===== src/rtl/zigzag_decryption_multikey.sv =====
// Zig-zag (rail-fence) decryption engine with a run-time rail count.
// A token-terminated ciphertext message is buffered and indexed by rail.
// The engine then emits the plaintext one character per cycle.
// Keys 0/1 and keys above MAX_KEY decrypt as identity. Keys above MAX_KEY
// and truncated messages raise err_o while the message is replayed.
module zigzag_decryption_multikey #(
  parameter int unsigned         D_WIDTH                = 8,
  parameter int unsigned         KEY_WIDTH              = 8,
  parameter int unsigned         MAX_NOF_CHARS          = 50,
  parameter int unsigned         MAX_KEY                = 8,
  parameter logic [D_WIDTH-1:0]  START_DECRYPTION_TOKEN = 8'hFA
) (
  input  logic                 clk,
  input  logic                 rst_n,
  input  logic [D_WIDTH-1:0]   data_i,
  input  logic                 valid_i,
  input  logic [KEY_WIDTH-1:0] key,
  output logic                 busy,
  output logic [D_WIDTH-1:0]   data_o,
  output logic                 valid_o,
  output logic                 err_o
);

  localparam int unsigned CW = $clog2(MAX_NOF_CHARS + 1);               // counts 0..MAX_NOF_CHARS
  localparam int unsigned AW = (MAX_NOF_CHARS > 1) ? $clog2(MAX_NOF_CHARS) : 1;
  localparam int unsigned PW = $clog2(2 * MAX_KEY);                      // phase and key
  localparam int unsigned RW = (MAX_KEY > 1) ? $clog2(MAX_KEY) : 1;      // rail index

  typedef enum logic [1:0] {S_LOAD, S_SETUP, S_EMIT} state_e;

  // Rail of a phase value: rising leg 0..K-1, falling leg back toward 1.
  // Any k below 2 marks an identity message, where everything sits on rail 0.
  function automatic logic [PW-1:0] row_of(input logic [PW-1:0] p, input logic [PW-1:0] k);
    logic [PW-1:0] period;
    period = (k << 1) - PW'(2);
    if (k < PW'(2)) return '0;
    return (p < k) ? p : period - p;
  endfunction

  // Phase advance with a compare-and-clear wrap at P-1 instead of a modulo.
  function automatic logic [PW-1:0] phase_next(input logic [PW-1:0] p, input logic [PW-1:0] k);
    if (k < PW'(2)) return '0;
    return (p == (k << 1) - PW'(3)) ? '0 : p + PW'(1);
  endfunction

  state_e            state_q, state_d;
  logic [CW-1:0]     n_q, n_d;          // characters stored
  logic [CW-1:0]     out_q, out_d;      // characters emitted
  logic [CW-1:0]     acc_q, acc_d;      // running prefix sum during SETUP
  logic [RW-1:0]     cnt_q, cnt_d;      // SETUP step
  logic [PW-1:0]     phase_q, phase_d;
  logic [PW-1:0]     k_q, k_d;          // effective rail count, 0/1 = identity
  logic              kerr_q, kerr_d;    // sampled key was above MAX_KEY
  logic              trunc_q, trunc_d;
  logic [CW-1:0]     row_len_q [MAX_KEY];
  logic [CW-1:0]     row_len_d [MAX_KEY];
  logic [CW-1:0]     row_ptr_q [MAX_KEY];
  logic [CW-1:0]     row_ptr_d [MAX_KEY];
  logic              busy_q, busy_d;
  logic              valid_q, valid_d;
  logic              err_q, err_d;
  logic [D_WIDTH-1:0] data_q, data_d;
  logic [D_WIDTH-1:0] mem_q [MAX_NOF_CHARS];

  logic              wr_en;
  logic              emit;
  logic              finish;
  logic [PW-1:0]     row;
  logic [RW-1:0]     row_idx;
  logic [CW-1:0]     rd_ptr;
  logic [PW-1:0]     key_k;
  logic              key_oor;
  logic [PW-1:0]     cur_k;
  logic              cur_kerr;

  // Key port decoded into an effective rail count plus the out-of-range flag.
  always_comb begin
    key_oor = (key > KEY_WIDTH'(MAX_KEY));
    key_k   = (key_oor || key < KEY_WIDTH'(2)) ? PW'(1) : PW'(key);
  end

  // Next-state logic for loading, prefix-sum setup and plaintext replay.
  // NOTE: every signal gets a default at the top so no path leaves one unassigned (no latches).
  always_comb begin
    state_d   = state_q;
    n_d       = n_q;
    out_d     = out_q;
    acc_d     = acc_q;
    cnt_d     = cnt_q;
    phase_d   = phase_q;
    k_d       = k_q;
    kerr_d    = kerr_q;
    trunc_d   = trunc_q;
    row_len_d = row_len_q;
    row_ptr_d = row_ptr_q;
    busy_d    = busy_q;
    err_d     = err_q;
    valid_d   = 1'b0;
    data_d    = '0;
    wr_en     = 1'b0;
    emit      = 1'b0;
    finish    = 1'b0;
    row       = '0;
    row_idx   = '0;
    rd_ptr    = '0;
    cur_k     = k_q;
    cur_kerr  = kerr_q;

    unique case (state_q)
      S_LOAD: begin
        // The first accepted character (or a bare token) fixes the key.
        if (n_q == '0) begin
          cur_k    = key_k;
          cur_kerr = key_oor;
        end
        if (valid_i) begin
          k_d    = cur_k;
          kerr_d = cur_kerr;
          if (data_i == START_DECRYPTION_TOKEN) begin
            state_d = S_SETUP;
            busy_d  = 1'b1;
            err_d   = trunc_q | cur_kerr;
            cnt_d   = '0;
            acc_d   = '0;
            phase_d = '0;
            out_d   = '0;
          end else if (n_q == CW'(MAX_NOF_CHARS)) begin
            trunc_d = 1'b1;
          end else begin
            wr_en              = 1'b1;
            row                = row_of(phase_q, cur_k);
            row_idx            = row[RW-1:0];
            row_len_d[row_idx] = row_len_q[row_idx] + CW'(1);
            phase_d            = phase_next(phase_q, cur_k);
            n_d                = n_q + CW'(1);
          end
        end
      end
      S_SETUP: begin
        // One rail per cycle: start pointer = sum of all shorter-index rails.
        row_ptr_d[cnt_q] = acc_q;
        acc_d            = acc_q + row_len_q[cnt_q];
        cnt_d            = cnt_q + RW'(1);
        if (cnt_q == RW'(MAX_KEY - 1)) begin
          // Rail 0 always starts at 0, so the first character can leave now.
          if (n_q == '0) begin
            finish = 1'b1;
          end else begin
            emit    = 1'b1;
            state_d = S_EMIT;
          end
        end
      end
      S_EMIT: begin
        if (out_q == n_q) finish = 1'b1;
        else              emit   = 1'b1;
      end
      default: state_d = S_LOAD;
    endcase

    if (emit) begin
      row                = row_of(phase_q, k_q);
      row_idx            = row[RW-1:0];
      rd_ptr             = row_ptr_q[row_idx];
      data_d             = mem_q[rd_ptr[AW-1:0]];
      valid_d            = 1'b1;
      row_ptr_d[row_idx] = rd_ptr + CW'(1);
      phase_d            = phase_next(phase_q, k_q);
      out_d              = out_q + CW'(1);
    end

    if (finish) begin
      state_d   = S_LOAD;
      busy_d    = 1'b0;
      err_d     = 1'b0;
      n_d       = '0;
      out_d     = '0;
      phase_d   = '0;
      k_d       = '0;
      kerr_d    = 1'b0;
      trunc_d   = 1'b0;
      row_len_d = '{default: '0};
      row_ptr_d = '{default: '0};
    end
  end

  // Control and output registers with synchronous reset.
  // NOTE: sequential blocks use non-blocking assignments so every flop samples pre-edge values.
  always_ff @(posedge clk) begin
    if (!rst_n) begin
      state_q   <= S_LOAD;
      n_q       <= '0;
      out_q     <= '0;
      acc_q     <= '0;
      cnt_q     <= '0;
      phase_q   <= '0;
      k_q       <= '0;
      kerr_q    <= 1'b0;
      trunc_q   <= 1'b0;
      row_len_q <= '{default: '0};
      row_ptr_q <= '{default: '0};
      busy_q    <= 1'b0;
      valid_q   <= 1'b0;
      err_q     <= 1'b0;
      data_q    <= '0;
    end else begin
      state_q   <= state_d;
      n_q       <= n_d;
      out_q     <= out_d;
      acc_q     <= acc_d;
      cnt_q     <= cnt_d;
      phase_q   <= phase_d;
      k_q       <= k_d;
      kerr_q    <= kerr_d;
      trunc_q   <= trunc_d;
      row_len_q <= row_len_d;
      row_ptr_q <= row_ptr_d;
      busy_q    <= busy_d;
      valid_q   <= valid_d;
      err_q     <= err_d;
      data_q    <= data_d;
    end
  end

  // Ciphertext buffer, written in arrival order.
  // NOTE: the buffer has no reset; only locations below n_q are ever read, so stale data is harmless.
  always_ff @(posedge clk) begin
    if (wr_en) mem_q[n_q[AW-1:0]] <= data_i;
  end

  assign busy    = busy_q;
  assign valid_o = valid_q;
  assign data_o  = data_q;
  assign err_o   = err_q;

endmodule


===== config.mk =====
export PLATFORM = sky130hd
export DESIGN_NAME = zigzag_decryption_multikey
export DESIGN_NICKNAME = d
export VERILOG_FILES = /design/src/rtl/zigzag_decryption_multikey.sv
export SDC_FILE = /design/constraint.sdc
export NUM_CORES = 1
export LEC_CHECK = 0
export BUFFER_PORTS_ARGS = -buffer_cell sky130_fd_sc_hd__buf_2
export CAP_MARGIN = 0
export CORE_ASPECT_RATIO = 1.75
export CORE_MARGIN = 2
export CORE_UTILIZATION = 45
export CTS_BUF_LIST = sky130_fd_sc_hd__clkbuf_2 sky130_fd_sc_hd__clkbuf_4 sky130_fd_sc_hd__clkbuf_8
export DETAILED_ROUTE_END_ITERATION = 8
export SETUP_SLACK_MARGIN = 0.1
export SLEW_MARGIN = 20
export SYNTH_ARGS = -nofsm -noshare
export SYNTH_HDL_FRONTEND = slang
export SYNTH_SLANG_ARGS = --single-unit

===== constraint.sdc =====
create_clock -name clk -period 4.2 [get_ports clk]
set_input_delay 0 -clock clk [delete_from_list [all_inputs] [get_ports clk]]
set_output_delay 0 -clock clk [all_outputs]
set_load 0.005 [all_outputs]

Word level (Yosys, flattened, before mapping)
Memory sizes are Yosys's and may differ from the RTL's. A register that Yosys moved wholly into a read port is not among the register bits.
Cells that the tools add are included.

cells by class
  add/sub/neg operators = 13
  magnitude comparators = 12
  equality and inequality tests = 13
  muxes and demuxes = 80
  bitwise operators = 8
  reductions and logical operators = 21

operators with widths
  cell                                                                          number
  48-bit bitwise mux                                                            3
  48-bit two-way mux                                                            2
  6-bit two-way mux                                                             13
  4-bit two-way mux                                                             14
  6-bit binary-select mux with 3-bit select                                     3
  6-bit demux with 3-bit select                                                 3
  3-bit two-way mux                                                             11
  6-bit by 1-bit adder with 6-bit output, second input constant                 4
  1-bit two-way mux                                                             22
  4-bit >= comparator, second input constant                                    3
  4-bit by 1-bit less-than comparator with 1-bit output, second input constant  3
  3-bit inverter with 4-bit output                                              3
  6-bit one-hot mux with 2 select lines                                         1
  3-bit AND reduction                                                           4
  4-bit == test                                                                 2
  8-bit == test, second input constant                                          1
  8-bit by 4-bit > comparator with 1-bit output, second input constant          1
  4-bit by 2-bit less-than comparator with 1-bit output, second input constant  2
  4-bit less-than comparator                                                    2
  8-bit by 2-bit less-than comparator with 1-bit output, second input constant  1
  2-bit two-way mux                                                             4
  2-bit inequality test, second input constant                                  4
  4-bit AND reduction                                                           2
  2-bit nonzero test                                                            4
  other kinds (25)                                                              35

storage, ports and cells
  flip-flop bits (word level) = 132
  memory bits (writable) = 400
  input port bits = 19
  output and inout bits = 11
  logic and storage cells = 176
  memories = 1

memories
  memory  words  width  read ports  clocked after memory_dff  write ports  line  RTL
  mem_q   50     8      1           1                         1            63    logic [D_WIDTH-1:0] mem_q [MAX_NOF_CHARS];

Depth between registers and ports, before layout
Gate-level depths: netlist of run 1.

  depth after elaboration = 22
  depth in mapped cells = 25
  mapped depth without buffers = 22

Worst setup path after synthesis of run 1
No wires, ideal clock.

  kind = register to register
  start point = register n_q[0]
  end point = register row_len_q[20] (netlist name)
  library setup time = 0.065 ns
  data arrival time = 4.482 ns
  data required time = 4.135 ns
  slack = -0.347 ns
  stages on the path, launching flop included = 26
  period minus slack after synthesis = 4.547 ns
  cell sequence = dfxtp_1 -> clkbuf_1 -> inv_1 -> ha_1 -> nand2b_1 -> nor4b_4 -> nand2_1 -> o21ai_0 -> ha_1 -> inv_1 -> ha_1 -> xnor2_1 -> xnor2_1 -> nand3_1 -> o22ai_1 -> a311o_1 -> buf_4 -> nor2_2 -> mux2_2 -> o21a_1 -> clkbuf_1 -> inv_1 -> ha_1 -> xor2_1 -> mux2i_1 -> nor2_1

between the ends
  cells in the longest elaborated chain, start to end = 20
  elaborated cells between the ends (all ways) = 38
  classes of those cells = 3 x add/sub; 4 x order compare; 2 x eq/ne; 23 x mux; 2 x bitwise; 4 x reduce/logical

ends and longest elaborated chain
  what                                                                                            line      RTL
  from (decl)                                                                                     47        logic [CW-1:0] n_q, n_d;
  from (signal assigned)                                                                          208       n_q <= n_d;
  6-bit zero test                                                                                 112, 146
  4-bit two-way mux                                                                               112       if (n_q == '0) begin
  4-bit two-way mux                                                                               109       unique case (state_q)
  4-bit by 2-bit less-than comparator with 1-bit output                                           36        if (k < PW'(2)) return '0;
  1-bit two-way mux                                                                               36
  1-bit two-way mux                                                                               127       end else if (n_q == CW'(MAX_NOF_CHARS)) begin
  1-bit two-way mux                                                                               119       if (data_i == START_DECRYPTION_TOKEN) begin
  1-bit two-way mux                                                                               116       if (valid_i) begin
  [4 not listed]                                                                                  n/a
  3-bit two-way mux                                                                               116
  3-bit two-way mux                                                                               109
  3-bit inverter with 4-bit output (not written as such)                                          133       row_len_d[row_idx] = row_len_q[row_idx] + CW'(1);
  6-bit binary-select mux with 3-bit select, or another cell as far along                         133
  6-bit two-way mux (not written as such) / 1-bit logical AND (equally long branches)             133
  6-bit two-way mux (not written as such)                                                         133
  6-bit by 1-bit adder with 6-bit output / 6-bit demux with 3-bit select (equally long branches)  133
  48-bit bitwise mux                                                                              133
  to (signal assigned)                                                                            216       row_len_q <= row_len_d;
  to (decl)                                                                                       55        logic [CW-1:0] row_len_q [MAX_KEY];

Several ways; a longest one is shown, not always the timed one. The select of a mux whose other input is x is not followed.
A chain may end at the register's enable or synchronous reset.

Worst setup path after layout of run 1
  start point = register n_q[5]
  end point = register row_len_q[46] (netlist name)

The elaborated chain is that of the path after synthesis.

==> reports/results.tsv, run 1 <==
stage	metric	value	unit
run_status	outcome	finished clean	
grt	grt_max_degree	88	
power_and_ir_drop	ir_drop	0.3336	mV
synthesis	synth_seq_cells	540	
critical_path	end_kind	flop	
placed_design	post-dp-hpwl	48630	um
clocking	cts_root_buf	clkbuf_8	
placed_design	gp_congestion	0.9330	
drt	drt-total-wl	70810	um
sta	final_hold_viol_count	0	
floorplan	die_height	313.8	um
synthesis	yosysSeqAreaShare	60.01	%
sta	finalCriticalPeriod	4.158	ns
critical_path	crit_type	flop to flop	
drt	routedWlPerCell	23.72	um
floorplan	fp.coreArea	54290	sq um
synthesis	syn_inst	2040	
floorplan	rows	113	
floorplan	die_w	181.1	um
sta	setup_viol_count_final	0	
placed_design	portBuffers	29	
synthesis	synth_top_area_share	48.66	%
sta	fin_skew	0.02441	ns
floorplan	die_area	56820	sq um
clocking	cts_tree	yes	
synthesis	synth_most_common_cell	edfxtp_1	
power_and_ir_drop	intPower	8.663	mW
run	drv_cap	0	
synthesis	ys.warnings.count	0	
cells_and_area	stdcell_count	2985	
drt	drt_first_iter_violations	1122	
clocking	htreeDepth	3	
grt	grt_pass1_vias	17870	
synthesis	netlist-cell-type-count	90	
power_and_ir_drop	comb_power_share	10.8	%
sta	fin_hold_ws	0.02205	ns
synthesis	synthArstFlopShare	0	%
cells_and_area	drive_gt1_share	21.62	%
grt	grt_pass1_wl	107400	um
floorplan	ios	30	
synthesis	synth_edf_count	400	
critical_path	cp_common_cell	xnor2_2	
sta	relSlewSlack	39.29	%
sta	setup-tns-final	0	ns
drt	route.detailed.drc	0	
grt	antenna_found_initial	1	
critical_path	cp_data_arrival_time	4.73	ns
sta	tightest_slew	0.9057	ns
critical_path	cp_slowest_cell	a311o_2	
clocking	clock_path_buffers	3	
synthesis	synth_area_per_cell	12.10	sq um
grt	track_usage	25.12	%
synthesis	synth_fp_nets	2087	
cells_and_area	area_growth	18.21	%
synthesis	synth_area_leaders	edfxtp_1, dfxtp_1, mux2i_1	
clocking	clock_latency	0.68	ns
synthesis	netlist_top_cells_count	edfxtp_1, nand2_1, mux2i_1	
power_and_ir_drop	powerDensity	395.8	nW/um^2
grt	grt-ovfl-total	0	
drt	viasPerCell	5.752	
sta	timing.fmax	0.2405	GHz
sta	setup_ws	0.04167	ns
sta	final_max_slew_viol_count	0	
critical_path	cp_max_fo	8	
synthesis	synth-main-ff-cell	edfxtp_1	
placed_design	placed_cells	2809	
sta	period_share	99.01	%
sta	rsz0062_at_grt	yes	
synthesis	yosys.area.top_type	edfxtp_1	
drt	antenna_left	0	
synthesis	syn-cell-area	24690	sq um
hold_path	hp-class	input pin to flop	
clocking	numCtsBuffers	80	
floorplan	initial_core_util	45.47	%
drt	firstDrtPassIters	5	
critical_path	crit_required	4.77	ns
clocking	cts.reportedPaths.clkPinSlew	0.07	ns
critical_path	crit_family	simple AND/OR/NAND/NOR gates	
placed_design	pre_cts_slack	-0.2040	ns
cells_and_area	utilization	53.75	%
cells_and_area	fin_nets	2279	
power_and_ir_drop	power_frac_seq	49.9	%
critical_path	crit_buf_inv	2	
critical_path	crit_path_cell_trace	or3_4 > nor4b_4 > nand2_1 > o21ai_2 > ha_1 > inv_1 > ha_2 > xnor2_2 > xnor2_2 > nand3_2 > o22ai_4 > a311o_2 > nor2_4 > mux2_4 > o21a_1 > inv_2 > ha_4 > nand3_4 > xor2_4 > o21ai_1	
drt	num_vias	17170	
critical_path	max_stage_delay	0.47	ns
power_and_ir_drop	pwr-share-clk	39.3	%
clocking	cts_sinks	540	
critical_path	cp-start-kind	flop	
power_and_ir_drop	switchingPower	2.887	mW
power_and_ir_drop	cellLeakagePower	11.01	nW
power_and_ir_drop	p_sw_share	25.00	%
-- final timing paths --
kind | startpoint | cells after the start | slack (ns) | end
min | data_i[5] | 2 | 0.02 | mem_q[33][5]$_DFFE_PP_
max reg2reg | n_q[5]$_SDFFE_PP0P_ | 20 | 0.04 | row_len_q[46]$_SDFFE_PP0P_
max | n_q[5]$_SDFFE_PP0P_ | 20 | 0.04 | row_len_q[46]$_SDFFE_PP0P_
min reg2reg | busy$_SDFFE_PP0P_ | 2 | 0.47 | busy$_SDFFE_PP0P_
-- cells in the final DEF, fill, tap and decap left out, types with 13 or more instances in the layout --
cell type | synthesis | layout
mux2i_1 | 268 | 259
buf_12 | 0 | 17
a21oi_1 | 58 | 53
a211oi_1 | 64 | 60
o21ai_1 | 3 | 17
and3_1 | 13 | 13
nand2_1 | 269 | 264
nor2_1 | 177 | 177
o21ai_0 | 36 | 16
and2_1 | 15 | 13
mux2_2 | 22 | 20
buf_4 | 9 | 168
buf_2 | 38 | 29
inv_1 | 24 | 22
edfxtp_1 | 400 | 400
clkbuf_8 | 0 | 88
mux4_2 | 15 | 15
dlygate4sd3_1 | 0 | 14
clkinv_1 | 0 | 14
ha_1 | 27 | 24
dfxtp_1 | 140 | 138
clkbuf_4 | 0 | 20
nand3_1 | 129 | 127
-- cell families (layout without fill, tap and decap cells) --
| logic type | after synthesis | in the layout | share of synthesized area [%] |
|---|---|---|---|
| muxes | 307 | 307 | 13.33 |
| buffers and inverters | 154 | 408 | 2.798 |
| xor gates and xnor gates | 29 | 29 | 1.059 |
| DFF | 540 | 540 | 60.01 |
| adders and majority gates | 28 | 28 | 1.450 |
| other | 0 | 1 | 0 |
| and+or+nand+nor | 693 | 693 | 12.70 |
| AOI/OAI and AO/OA | 289 | 289 | 8.657 |
-- flip-flops by register name, summed over array words and instances, names as in the netlist --
name,count
row_len_q,48
n_q,6
cnt_q,3
data_o,8
row_ptr_q,48
acc_q,6
trunc_q,1
phase_q,4
out_q,6
valid_o,1
state_q,2
k_q,4
kerr_q,1
mem_q,400
err_o,1
busy,1
-- layout make-up --
type | instances | area, sq um
antenna | 1 | 2.502
clock buffer | 108 | 1361
timing repair buffer | 237 | 2042
tap | 690 | 863.3
multi-input combinational | 1346 | 9678
sequential | 540 | 14820
fill | 4693 | 25110
clock inverter | 36 | 314.1
inverter | 27 | 103.9
-- metal layers --
layer  vias up  GRT usage, %  share of wire (%)  wire length (um)
met5         -             0                  0                 0
met4         0         14.25                5.9              4152
met3       221         3.765                4.6              3284
met2       550         48.24                 55             39020
met1      8442         25.74                 34             24350
li1       7956             -                  -                 -
-- power groups by stage --
stage	logic, mW	registers (mW)	clock network, mW
global placement	1.12	5.87	0
finish	1.25	5.76	4.54
global route	1.32	5.76	4.85
detailed placement	1.14	5.87	0
floorplan	0.654	5.87	0
CTS	1.19	5.76	4.62
-- stage by stage --
stage               area [sq um]  power, mW
floorplan                  24860      6.525
global placement           26830      6.995
detailed placement         26830      7.010
CTS                        28880      11.57
global route               29180      11.93
finish                     29180      11.55
-- timing repair --
item / 4_1_cts / 5_1_grt
setup buffers: 10 / 6
resized for setup: 42 / 47
hold buffers: 14 / 0
pin swaps: 6 / 16
hold endpoints to repair: 213 / 0
gates cloned: 0 / 1
endpoints found under the setup margin: 49 / 77
No activity file was read; power rests on OpenSTA's default activity.
==> run 2: changes to the inputs <==
- ABC_AREA: unset -> 1
==> reports/results.tsv, run 2 <==
stage	metric	value	unit	change
power_and_ir_drop	p_sw_share	28.13	%	+3.1 points
cells_and_area	drive_gt1_share	11.80	%	-9.8 points
run	drv_cap	0		unchanged
power_and_ir_drop	pwr-share-clk	37.2	%	-2.1 points
critical_path	reg2regPathDepth	22		+10%
synthesis	yosys-mux-area-fraction	0.2305	%	-13 points
drt	drt_first_iter_violations	1618		+44%
power_and_ir_drop	power_frac_seq	47.6	%	-2.3 points
sta	setup-tns-final	0	ns	unchanged
sta	rsz0062_at_grt	no		
power_and_ir_drop	intPower	8.817	mW	+1.8%
critical_path	cp_data_arrival_time	4.29	ns	-0.44 ns
synthesis	synth_edf_count	400		unchanged
cells_and_area	largest_reg_flops	400		unchanged
synthesis	netlist-cell-type-count	55		-39%
clocking	cts.reportedPaths.clkPinSlew	0.06	ns	about the same
synthesis	synth_area_leaders	edfxtp_1, dfxtp_1, nand2_1		
placed_design	post-dp-hpwl	49470	um	+1.7%
synthesis	synth_fp_nets	2874		+38%
sta	finalCriticalPeriod	3.685	ns	-0.4729 ns
synthesis	synth-main-ff-cell	edfxtp_1		
critical_path	cp_max_fo	9		+1
grt	antenna_found_initial	2		+1
placed_design	portBuffers	29		unchanged
power_and_ir_drop	ir_drop	0.2910	mV	-13%
cells_and_area	final_cell_mix	nand2_1, edfxtp_1, inv_1		
clocking	htreeDepth	3		unchanged
clocking	clock_latency	0.68	ns	about the same
synthesis	synthAdderAreaFrac	1.374	%	-0.076 points
sta	timing.fmax	0.2713	GHz	+13%
synthesis	synth_top_area_share	46.11	%	-2.5 points
floorplan	fp.coreArea	57180	sq um	+5.3%
sta	fin_skew	0.04056	ns	+0.01614 ns
cells_and_area	area_growth	11.59	%	
sta	final_hold_viol_count	0		unchanged
power_and_ir_drop	powerDensity	422.0	nW/um^2	+6.6%
sta	final_max_slew_viol_count	0		unchanged
drt	antenna_left	0		unchanged
floorplan	ios	30		unchanged
power_and_ir_drop	switchingPower	3.451	mW	+20%
floorplan	rows	116		+2.7%
drt	routedWlPerCell	19.94	um	-16%
drt	viasPerCell	5.396		-6.2%
grt	track_usage	25.32	%	+0.21 points
synthesis	synth_seq_cells	540		unchanged
clocking	cts_root_buf	clkbuf_8		
floorplan	initial_core_util	45.56	%	+0.087 points
sta	period_share	87.75	%	-11 points
synthesis	synth_top_family_by_area	simple AND/OR/NAND/NOR gates		
hold_path	hp-class	input pin to flop		
synthesis	syn-cell-area	26050	sq um	+5.5%
grt	grt_max_degree	94		+6.8%
synthesis	synth-compound-area-share	9.183	%	+0.53 points
sta	tightest_slew	1.109	ns	+0.2029 ns
power_and_ir_drop	cellLeakagePower	11.75	nW	+6.8%
power_and_ir_drop	comb_power_share	15.2	%	+4.4 points
placed_design	gp_congestion	0.9201		-1.4%
sta	relSlewSlack	25.84	%	-13 points
clocking	cts_sinks	540		unchanged
synthesis	yosys.area.top_type	edfxtp_1		
clocking	clock_path_buffers	3		unchanged
sta	setup_viol_count_final	0		unchanged
power_and_ir_drop	total_power	12.27	mW	+6.2%
synthesis	syn_inst	2827		+39%
grt	grt_pass1_wl	114600	um	+6.7%
critical_path	end_kind	flop		
synthesis	synth_area_per_cell	9.215	sq um	-24%
synthesis	ys.warnings.count	0		unchanged
clocking	numCtsBuffers	82		+2.5%
hold_path	worstHoldPathCells	2		unchanged
cells_and_area	fin_nets	2946		+29%
floorplan	die_w	185.9	um	+2.7%
drt	firstDrtPassIters	8		+3
critical_path	cp-start-kind	flop		
synthesis	synth_xor_area_share	0.8021	%	-0.26 points
synthesis	yosysSeqAreaShare	56.87	%	-3.1 points
grt	grt_pass1_vias	20250		+13%
floorplan	die_height	322.3	um	+2.7%
run_status	outcome	finished clean		
critical_path	crit_required	4.81	ns	+0.04 ns
drt	drt-total-wl	74490	um	+5.2%
drt	num_vias	20160		+17%
cells_and_area	final.fill_count	5419		+15%
drt	route.detailed.drc	0		unchanged
clocking	cts_resized	0		-100%
synthesis	synth-simple-area-share	23.06	%	+10 points
clocking	cts_tree	yes		
synthesis	synth_most_common_cell	nand2_1		
synthesis	netlist_top_cells_count	nand2_1, edfxtp_1, inv_1		
critical_path	crit_type	flop to flop		
grt	grt-ovfl-total	0		unchanged
synthesis	synthArstFlopShare	0	%	unchanged
floorplan	die_area	59910	sq um	+5.4%
cells_and_area	final_common_cell	nand2_1		
## run 2: stage by stage
step                cell area (sq um)  std cells  worst slack (ns)  hold slack [ns]  utilization [%]
finish                          29070       3735            0.5146          0.04906            50.84
global route                    29070       3735            0.2308          0.03313            50.84
CTS                             29070       3733            0.5376          0.01483            50.83
detailed placement              27220       3569            0.5782           0.2858            47.60
global placement                27220       3569            0.6374           0.2711            47.60
floorplan                       26050       2827            0.6453          0.09887                -
## run 2: power by group through the flow
stage,clock network (mW),registers [mW],logic (mW)
after global placement,0,5.94,1.83
after floorplan,0,5.93,1.28
after global routing,4.90,5.84,2.04
final,4.56,5.83,1.87
after CTS,4.67,5.83,1.87
after detailed placement,0,5.95,1.86
## run 2: routing by layer
| layer | wire (um) | GRT usage [%] | vias up |
|---|---|---|---|
| li1 | - | - | 9631 |
| met3 | 3191 | 3.500 | 247 |
| met2 | 39290 | 46.45 | 633 |
| met4 | 5385 | 17.20 | 0 |
| met5 | 0 | 0 | - |
| met1 | 26630 | 26.39 | 9644 |
## run 2: final cells by class
cell class / count / area [sq um] / share of cell area (%)
flip-flops and latches: 540 / 14810 / 50.96
multi-input cells: 1749 / 9056 / 31.15
inverters: 402 / 1518 / 5.221
clock buffers: 122 / 1473 / 5.066
repair buffers: 124 / 1003 / 3.452
well taps: 767 / 959.7 / 3.301
clock inverters: 29 / 242.7 / 0.8349
diodes: 2 / 5.005 / 0.01722
## run 2: final timing paths
path	endpoint	slack [ns]	from
max	row_len_q[41]$_SDFFE_PP0P_	0.51	n_q[0]$_SDFFE_PP0P_
min	mem_q[9][3]$_DFFE_PP_	0.05	data_i[3]
max reg2reg	row_len_q[41]$_SDFFE_PP0P_	0.51	n_q[0]$_SDFFE_PP0P_
min reg2reg	trunc_q$_SDFFE_PP0P_	0.46	trunc_q$_SDFFE_PP0P_
## run 2: cells by family after synthesis
logic type	count (synthesis)
AOI/OAI and AO/OA	411
xor gates and xnor gates	20
adders and majority gates	28
buffers and inverters	538
DFF	540
muxes	6
and+or+nand+nor	1284
## run 2: what timing repair did
item,CTS,global route
buffers inserted,0,0
hold buffers,13,0
endpoints found under the hold margin,73,0
## run 2: critical path: stages, from the launching register on
cell and delay, ns:
dfxtp_1 0.31, inv_1 0.17, ha_1 0.23, nand3_4 0.16
nor2_2 0.15, nand3_2 0.09, nand2_1 0.07, ha_1 0.23
inv_1 0.06, ha_1 0.14, xnor2_1 0.13, nand3b_1 0.14
nand2_1 0.06, inv_1 0.05, nand2_1 0.07, nand3_1 0.21
buf_4 0.23, nand2_1 0.10, nor2_2 0.41, inv_1 0.29
a21oi_1 0.19, nand2_1 0.07, inv_1 0.04
